`config.mk`:
```
export PLATFORM = sky130hd
export DESIGN_NAME = dmem_port_arbiter_flat
export DESIGN_NICKNAME = d
export VERILOG_FILES = /design/src/rtl/dmem_port_arbiter_pkg.sv /design/src/rtl/dmem_port_arbiter_if.sv /design/src/rtl/dmem_port_arbiter_wait_counter.sv /design/src/rtl/dmem_port_arbiter.sv /design/src/flat_wrapper.sv
export SDC_FILE = /design/constraint.sdc
export NUM_CORES = 1
export LEC_CHECK = 0
export BUFFER_PORTS_ARGS = -buffer_cell sky130_fd_sc_hd__buf_4
export CAP_MARGIN = 30
export CORE_ASPECT_RATIO = 0.9
export CORE_MARGIN = 5
export CORE_UTILIZATION = 37
export DETAILED_ROUTE_END_ITERATION = 16
export GPL_ROUTABILITY_DRIVEN = 0
export PLACE_DENSITY = 0.85
export SLEW_MARGIN = 20
export SYNTH_ARGS = -nofsm -noshare
export SYNTH_HDL_FRONTEND = slang
export SYNTH_SLANG_ARGS = --single-unit
```
`constraint.sdc`:
```
create_clock -name clk -period 4.4 [get_ports clk]
set_input_delay 0 -clock clk [delete_from_list [all_inputs] [get_ports clk]]
set_output_delay 0 -clock clk [all_outputs]
set_load 0.02 [all_outputs]
```
`src/rtl/dmem_port_arbiter_pkg.sv`:
```
// ----------------------------------------------------------------------------
// cpu19_pkg
// Shared definitions for the 19-bit CPU data-memory path: bus widths and the
// state type of the data-memory port arbiter.
// No ports (package).
// ----------------------------------------------------------------------------
package cpu19_pkg;

    localparam int unsigned DATA_W = 19;
    localparam int unsigned ADDR_W = 19;

    // S_RUN   : CPU has priority, debug takes idle cycles
    // S_FORCE : one cycle where a starved debug request goes first
    // S_HALT  : debug port owns the memory exclusively
    typedef enum logic [1:0] {
        S_RUN   = 2'd0,
        S_FORCE = 2'd1,
        S_HALT  = 2'd2
    } arb_state_t;

endpackage

```
`src/rtl/dmem_port_arbiter_if.sv`:
```
// ----------------------------------------------------------------------------
// dmem_port_arbiter_if
// Bundles the CPU MEM-stage request, the debug/loader request and the data
// memory array connection of the data-memory port arbiter.
// Modports:
//   slave  : the arbiter (consumes requests and mem_rdata, drives grants,
//            read data and the memory request)
//   master : the surrounding system (pipeline, debug port, memory array)
// ----------------------------------------------------------------------------
interface dmem_port_arbiter_if;
    import cpu19_pkg::*;

    // CPU MEM stage
    logic              cpu_req;
    logic              cpu_we;
    logic [ADDR_W-1:0] cpu_addr;
    logic [DATA_W-1:0] cpu_wdata;
    logic [DATA_W-1:0] cpu_rdata;
    logic              cpu_stall;

    // Debug / loader port
    logic              dbg_req;
    logic              dbg_we;
    logic [ADDR_W-1:0] dbg_addr;
    logic [DATA_W-1:0] dbg_wdata;
    logic              dbg_halt;
    logic              dbg_gnt;
    logic              dbg_rvalid;
    logic [DATA_W-1:0] dbg_rdata;
    logic              halted;

    // Data memory array
    logic              mem_we;
    logic [ADDR_W-1:0] mem_addr;
    logic [DATA_W-1:0] mem_wdata;
    logic [DATA_W-1:0] mem_rdata;

    modport slave (
        input  cpu_req, cpu_we, cpu_addr, cpu_wdata,
        input  dbg_req, dbg_we, dbg_addr, dbg_wdata, dbg_halt,
        input  mem_rdata,
        output cpu_rdata, cpu_stall,
        output dbg_gnt, dbg_rvalid, dbg_rdata, halted,
        output mem_we, mem_addr, mem_wdata
    );

    modport master (
        output cpu_req, cpu_we, cpu_addr, cpu_wdata,
        output dbg_req, dbg_we, dbg_addr, dbg_wdata, dbg_halt,
        output mem_rdata,
        input  cpu_rdata, cpu_stall,
        input  dbg_gnt, dbg_rvalid, dbg_rdata, halted,
        input  mem_we, mem_addr, mem_wdata
    );

endinterface

```
`src/rtl/dmem_port_arbiter_wait_counter.sv`:
```
// ----------------------------------------------------------------------------
// arb_wait_counter
// Counts consecutive cycles in which a debug request was pending but lost
// arbitration. Saturates at DBG_WAIT_MAX; clears on a debug grant or when the
// request is withdrawn.
// Ports:
//   clk         in  clock, rising edge
//   rst         in  asynchronous reset, active-low
//   i_dbg_req   in  debug request pending
//   i_dbg_gnt   in  debug request granted this cycle
//   o_at_limit  out wait count equals DBG_WAIT_MAX-1 (this lost cycle is the
//                   last one allowed before a forced debug slot)
// ----------------------------------------------------------------------------
module arb_wait_counter #(
    parameter int unsigned DBG_WAIT_MAX = 4
) (
    input  logic clk,
    input  logic rst,
    input  logic i_dbg_req,
    input  logic i_dbg_gnt,
    output logic o_at_limit
);

    localparam logic [3:0] LP_MAX = 4'(DBG_WAIT_MAX);

    logic [3:0] r_wait_cnt;

    // NOTE: sequential state uses non-blocking assignments so every flop
    // samples the pre-edge values of the others, independent of block order.
    always_ff @(posedge clk or negedge rst) begin
        if (!rst) begin
            r_wait_cnt <= 4'd0;
        end else if (!i_dbg_req || i_dbg_gnt) begin
            r_wait_cnt <= 4'd0;
        end else if (r_wait_cnt != LP_MAX) begin
            r_wait_cnt <= r_wait_cnt + 4'd1;
        end
    end

    assign o_at_limit = (r_wait_cnt == LP_MAX - 4'd1);

endmodule

```
`src/rtl/dmem_port_arbiter.sv`:
```
// ----------------------------------------------------------------------------
// dmem_port_arbiter
// Shares the single-port data memory between the CPU MEM stage and a
// debug/loader port. The CPU has priority; after DBG_WAIT_MAX consecutive lost
// cycles the debug port gets one forced slot. dbg_halt locks the memory to the
// debug port. cpu_stall freezes the MEM stage whenever its request is not
// granted.
// Ports:
//   clk  in   clock, rising edge
//   rst  in   asynchronous reset, active-low
//   bus  slave modport of dmem_port_arbiter_if:
//        cpu_req/we/addr/wdata in, cpu_rdata/cpu_stall out (combinational)
//        dbg_req/we/addr/wdata/halt in, dbg_gnt out (combinational),
//        dbg_rvalid/dbg_rdata out (registered), halted out
//        mem_we/addr/wdata out (combinational), mem_rdata in
// ----------------------------------------------------------------------------
module dmem_port_arbiter
    import cpu19_pkg::*;
#(
    parameter int unsigned DBG_WAIT_MAX = 4
) (
    input  logic                 clk,
    input  logic                 rst,
    dmem_port_arbiter_if.slave   bus
);

    arb_state_t        r_state;
    arb_state_t        w_state_nxt;
    logic              w_cpu_gnt;
    logic              w_dbg_gnt;
    logic              w_at_limit;
    logic              w_dbg_rd;
    logic              r_dbg_rvalid;
    logic [DATA_W-1:0] r_dbg_rdata;

    arb_wait_counter #(
        .DBG_WAIT_MAX (DBG_WAIT_MAX)
    ) u_wait_counter (
        .clk        (clk),
        .rst        (rst),
        .i_dbg_req  (bus.dbg_req),
        .i_dbg_gnt  (w_dbg_gnt),
        .o_at_limit (w_at_limit)
    );

    always_ff @(posedge clk or negedge rst) begin
        if (!rst) begin
            r_state <= S_RUN;
        end else begin
            r_state <= w_state_nxt;
        end
    end

    // NOTE: every output of this block is given a default first so no path
    // leaves a signal unassigned, which would infer a latch.
    always_comb begin
        w_cpu_gnt   = 1'b0;
        w_dbg_gnt   = 1'b0;
        w_state_nxt = r_state;

        case (r_state)
            S_FORCE: begin
                w_dbg_gnt = bus.dbg_req;
                // A withdrawn debug request gives the forced slot back to the CPU.
                w_cpu_gnt = bus.cpu_req & ~bus.dbg_req;
            end
            S_HALT: begin
                w_dbg_gnt = bus.dbg_req;
            end
            default: begin
                // S_RUN, and the unused encoding recovers as S_RUN.
                w_cpu_gnt = bus.cpu_req;
                w_dbg_gnt = bus.dbg_req & ~bus.cpu_req;
            end
        endcase

        // Halt has priority over everything, including a pending force.
        if (bus.dbg_halt) begin
            w_state_nxt = S_HALT;
        end else if (r_state == S_HALT || r_state == S_FORCE) begin
            w_state_nxt = S_RUN;
        end else if (bus.dbg_req && bus.cpu_req && w_at_limit) begin
            w_state_nxt = S_FORCE;
        end
    end

    // Debug read data is captured from the memory in the grant cycle and
    // presented one cycle later; it holds until the next granted read.
    assign w_dbg_rd = w_dbg_gnt & ~bus.dbg_we;

    always_ff @(posedge clk or negedge rst) begin
        if (!rst) begin
            r_dbg_rvalid <= 1'b0;
            r_dbg_rdata  <= '0;
        end else begin
            r_dbg_rvalid <= w_dbg_rd;
            if (w_dbg_rd) begin
                r_dbg_rdata <= bus.mem_rdata;
            end
        end
    end

    // Memory mux: the debug port drives the memory only when granted; the CPU
    // address/data are presented otherwise, with the write gated by its grant.
    assign bus.mem_we    = w_dbg_gnt ? bus.dbg_we    : (w_cpu_gnt & bus.cpu_we);
    assign bus.mem_addr  = w_dbg_gnt ? bus.dbg_addr  : bus.cpu_addr;
    assign bus.mem_wdata = w_dbg_gnt ? bus.dbg_wdata : bus.cpu_wdata;

    assign bus.cpu_rdata  = bus.mem_rdata;
    assign bus.cpu_stall  = bus.cpu_req & ~w_cpu_gnt;
    assign bus.dbg_gnt    = w_dbg_gnt;
    assign bus.dbg_rvalid = r_dbg_rvalid;
    assign bus.dbg_rdata  = r_dbg_rdata;
    assign bus.halted     = (r_state == S_HALT);

endmodule
```
`src/flat_wrapper.sv`:
```
// flat-port wrapper written by rule: the top's interface ports become plain ports
module dmem_port_arbiter_flat import cpu19_pkg::*;
#(
    parameter int unsigned DBG_WAIT_MAX = 4
)
  (clk, rst, bus_cpu_req, bus_cpu_we, bus_cpu_addr, bus_cpu_wdata, bus_dbg_req, bus_dbg_we, bus_dbg_addr, bus_dbg_wdata, bus_dbg_halt, bus_mem_rdata, bus_cpu_rdata, bus_cpu_stall, bus_dbg_gnt, bus_dbg_rvalid, bus_dbg_rdata, bus_halted, bus_mem_we, bus_mem_addr, bus_mem_wdata);
  dmem_port_arbiter_if bus_i ();
  input  logic clk;
  input  logic rst;
  input wire logic [$bits(bus_i.cpu_req)-1:0] bus_cpu_req;
  input wire logic [$bits(bus_i.cpu_we)-1:0] bus_cpu_we;
  input wire logic [$bits(bus_i.cpu_addr)-1:0] bus_cpu_addr;
  input wire logic [$bits(bus_i.cpu_wdata)-1:0] bus_cpu_wdata;
  input wire logic [$bits(bus_i.dbg_req)-1:0] bus_dbg_req;
  input wire logic [$bits(bus_i.dbg_we)-1:0] bus_dbg_we;
  input wire logic [$bits(bus_i.dbg_addr)-1:0] bus_dbg_addr;
  input wire logic [$bits(bus_i.dbg_wdata)-1:0] bus_dbg_wdata;
  input wire logic [$bits(bus_i.dbg_halt)-1:0] bus_dbg_halt;
  input wire logic [$bits(bus_i.mem_rdata)-1:0] bus_mem_rdata;
  output wire logic [$bits(bus_i.cpu_rdata)-1:0] bus_cpu_rdata;
  output wire logic [$bits(bus_i.cpu_stall)-1:0] bus_cpu_stall;
  output wire logic [$bits(bus_i.dbg_gnt)-1:0] bus_dbg_gnt;
  output wire logic [$bits(bus_i.dbg_rvalid)-1:0] bus_dbg_rvalid;
  output wire logic [$bits(bus_i.dbg_rdata)-1:0] bus_dbg_rdata;
  output wire logic [$bits(bus_i.halted)-1:0] bus_halted;
  output wire logic [$bits(bus_i.mem_we)-1:0] bus_mem_we;
  output wire logic [$bits(bus_i.mem_addr)-1:0] bus_mem_addr;
  output wire logic [$bits(bus_i.mem_wdata)-1:0] bus_mem_wdata;
  assign bus_i.cpu_req = bus_cpu_req;
  assign bus_i.cpu_we = bus_cpu_we;
  assign bus_i.cpu_addr = bus_cpu_addr;
  assign bus_i.cpu_wdata = bus_cpu_wdata;
  assign bus_i.dbg_req = bus_dbg_req;
  assign bus_i.dbg_we = bus_dbg_we;
  assign bus_i.dbg_addr = bus_dbg_addr;
  assign bus_i.dbg_wdata = bus_dbg_wdata;
  assign bus_i.dbg_halt = bus_dbg_halt;
  assign bus_i.mem_rdata = bus_mem_rdata;
  assign bus_cpu_rdata = bus_i.cpu_rdata;
  assign bus_cpu_stall = bus_i.cpu_stall;
  assign bus_dbg_gnt = bus_i.dbg_gnt;
  assign bus_dbg_rvalid = bus_i.dbg_rvalid;
  assign bus_dbg_rdata = bus_i.dbg_rdata;
  assign bus_halted = bus_i.halted;
  assign bus_mem_we = bus_i.mem_we;
  assign bus_mem_addr = bus_i.mem_addr;
  assign bus_mem_wdata = bus_i.mem_wdata;
  dmem_port_arbiter #(.DBG_WAIT_MAX(DBG_WAIT_MAX)) u_core (.clk(clk), .rst(rst), .bus(bus_i));
endmodule
```
==> metrics.log <==
[metrics] area of the core: between 4000 and 5000 sq um
[metrics] most frequent standard cell in the layout excluding fill and tap cells: buf_4
[metrics] largest fanout on the critical path: 40
[metrics] kind of capture point of the worst setup path: output port
[metrics] DRC violation count after routing: 0
[metrics] worst vdd rail ir drop: around 250 uV
[metrics] half-perimeter wire length after detailed placement: ~5300 um
[metrics] clock latency of the later-clocked register in the worst-skew pair: about 270 ps
[metrics] number of hold violations in the final report: 0
[metrics] WS Path Type: flop to output port
[metrics] logic gate share of total power: 47.9%
[metrics] Worst Tran Pin Value: 796 ps
[metrics] max-cap violation count: 0
[metrics] min cycle time layout: 2250 ps
[metrics] share of the core filled with cells: about three quarters
[metrics] path category of the worst min-delay check: input port to flop
[metrics] leakage power figure: between 1.5 and 2 nW
[metrics] floorplan die width: 81.3 um
[metrics] headroom to the max-slew limit: a little under half
[metrics] depth of the worst register-to-register path: 5
[metrics] buffer cell driving the clock tree root: clkbuf_8
[metrics] number of clock sinks seen by CTS: 26
[metrics] cell chain of the critical path: inv_1, ha_1, a21boi_4, buf_4, mux2_2, buf_4
[metrics] initial DRC count: 31
[metrics] most used flip-flop cell after synthesis: dfrtp_1
[metrics] Netlist Area Pre-Place: around 1700 sq um
[metrics] top cell family by delay on the critical path: buffers and inverters
[metrics] vias after detailed routing: about 1,700
[metrics] fmax: 445 MHz
[metrics] net count of the finished layout: 431
[metrics] via count of the first global-routing pass: between 1,500 and 2,000
[metrics] average via count per standard cell: 4.52
[metrics] setup slack at placement: between 2000 and 2500 ps
[metrics] number of search-and-repair iterations in the first detailed-routing pass: 3
[metrics] largest clock skew in the final design: roughly 8.2 ps
[metrics] number of buffers created by CTS: 3
[metrics] synthesized netlist cell count: ~140
[metrics] Cell Rows: 23
[metrics] accumulated negative setup slack: 0 ps
[metrics] power density cells: roughly 260 nW/um^2
[metrics] number of synthesized flops with an enable pin: 0
[metrics] total I/O pin count: 183
[metrics] Clock power frac: about 18%
[metrics] Seq/Total Area, Yosys: ~38%
[metrics] type of origin of the critical path: flop
[metrics] wire length of the first global-routing pass: roughly 9400 um
[metrics] average routed wire per standard cell: 17.0 um
[metrics] RSZ-0062 raised after global routing: no
[metrics] final count of pins violating max slew: 0
[metrics] clock tree from TritonCTS: done
[metrics] internal power: around 570 uW
[metrics] net switching power of the design: 276 uW
[metrics] fin crit share: 51.1%
[metrics] reg-to-reg slack, setup: 2260 ps
[metrics] number of failing setup endpoints in the final timing report: 0
[metrics] Max Root-Sink Buffers: 2
[metrics] data required time at the worst endpoint: ~4400 ps
[metrics] terminus of the critical flop-to-flop path: u_core.bus.dbg_rdata[10]
[metrics] pin count of the biggest net entering global routing: 41
[metrics] sw frac: 32.6%
[metrics] area grow syn2layout: 91.3%
[metrics] antenna fix cells: 0
[metrics] number of library cell types mapped by synthesis: 21
[metrics] Syn Area/Cell: ~12 sq um
[metrics] overall die height: roughly 74 um
[metrics] Hold Path Origin: bus_dbg_req
[metrics] longest individual stage delay on the worst path: about 450 ps
[metrics] remaining antenna violation count: 0
[metrics] H-tree depth: 1
[metrics] worst path arrival time: between 2000 and 2500 ps
[metrics] sequential share of power: ~34%
[metrics] Hold Path Stages: 3
[metrics] Warnings, synthesis: 0
[metrics] Buffers on Ports: 182
[metrics] Reg-to-Reg Start: u_core.r_state[0]
[metrics] remaining global-route overflow: 0
[metrics] initial antenna violation count: 0
[metrics] combined buffer and inverter count along the critical path: 3
[metrics] net count after synthesis: approximately 250
[metrics] GRT Total Usage: around a fifth
[metrics] final worst setup slack: approximately 2200 ps
[metrics] Routed WL: between 6000 and 7000 um
[metrics] number of setup buffers added after CTS: 0
[metrics] starting density of the core: 38.2%
[metrics] die outline area: ~6000 sq um
[metrics] clk slew on worst S/H paths: around 80 ps
[metrics] layout cells sized above 1: 75.9%
[metrics] highest-count cells in the layout ignoring fill and taps: buf_4, mux2_2, dfrtp_1
[metrics] most frequent CP cell: buf_4
[metrics] Hold Path End: u_core.r_state[0]
[metrics] Worst path slowest cell: buf_4
[metrics] Synth Register Bits: 26
[metrics] outcome: finished, final reports clean
[metrics] async set-reset flop share out of synthesis: between 90% and 100%
==> repair_timing <==
action                                 in CTS  in global routing
endpoints found under the hold margin      47                  0
hold buffers                               21                  0
gates resized for setup                     0                  0
==> cell type report <==
class,instances,area (sq um)
Timing Repair Buffer,204,1580
Fill cell,360,1190
Multi-Input combinational cell,84,851
Sequential cell,26,651
Tap cell,62,77.6
Clock buffer,4,55.1
Inverter,6,22.5
==> cell families (layout without fill, tap and decap cells) <==
| group | count (synthesis) | count (layout) | synth area share [%] |
|---|---|---|---|
| compound gates | 7 | 7 | 3.32 |
| buf+inv | 31 | 214 | 11.8 |
| xor+xnor | 1 | 1 | 0.517 |
| mux | 59 | 59 | 39.1 |
| simple gates | 13 | 13 | 3.91 |
| fa+ha+maj | 4 | 4 | 2.95 |
| flops | 26 | 26 | 38.4 |
==> Yosys cell counts (all sizes together) (2+ instances only) <==
cell | instances | area share (%)
nand3 | 2 | 0.59
buf | 25 | 10
dfrtp | 26 | 38
nor2 | 6 | 1.3
mux2 | 57 | 38
mux2i | 2 | 1.2
ha | 4 | 3.0
nand2b | 2 | 0.74
inv | 6 | 1.3
==> per-layer routing <==
layer / routed length [um] / vias to the layer above / global-route usage, %
met2: 3870 / 72 / 41.3
met1: 2090 / 823 / 20.1
met3: 560 / 6 / 6.66
met5: 0 / - / 0
met4: 55 / 0 / 2.44
li1: - / 843 / -
==> worst max-delay path by stage <==
stage / startpoint / end / slack, ps / depth (start not counted)
final: u_core.r_state[0] / bus_mem_wdata[0] / 2150 / 6
after global routing: u_core.r_state[0] / bus_mem_wdata[0] / 2030 / 6
after CTS: u_core.r_state[0] / bus_mem_addr[9] / 2150 / 6
after detailed placement: u_core.r_state[0] / u_core.bus.dbg_rdata[5] / 2210 / 5
after global placement: u_core.r_state[0] / u_core.bus.dbg_rdata[13] / 2290 / 5
after floorplan: u_core.r_state[0] / u_core.bus.dbg_rdata[0] / 2740 / 6
==> worst reg2reg max path, delay by kind of cell, from the launching register on <==
family                     cells  cell delay, ps
and+or+nand+nor                1             660
AOI/OAI and AO/OA              1             160
buffers and inverters          1              60
muxes                          1             430
adders and majority gates      1             380
DFF                            1             350
==> power groups by stage <==
stage               Sequential [mW]  Clock [mW]  Combinational (mW)
CTS                           0.290       0.154               0.407
global placement              0.293           0               0.383
floorplan                     0.332           0               0.158
finish                        0.290       0.151               0.405
global route                  0.294       0.166               0.429
detailed placement            0.294           0               0.391
==> state kept, by name, indices dropped and copies added, names as in the netlist <==
name                              count
u_core.u_wait_counter.r_wait_cnt      4
u_core.bus.dbg_rdata                 19
u_core.r_state                        2
u_core.bus.dbg_rvalid                 1
==> through the flow <==
| step | hold WS [ps] | area (sq um) | power, mW | std cells |
|---|---|---|---|---|
| detailed placement | -77.0 | 2980 | 0.685 | 361 |
| CTS | 62.4 | 3240 | 0.850 | 386 |
| finish | 68.5 | 3240 | 0.846 | 386 |
| floorplan | -296 | 1690 | 0.490 | 141 |
| global placement | -82.0 | 2980 | 0.676 | 361 |
| global route | 99.4 | 3240 | 0.889 | 386 |
(Power assumes the default switching activity.)
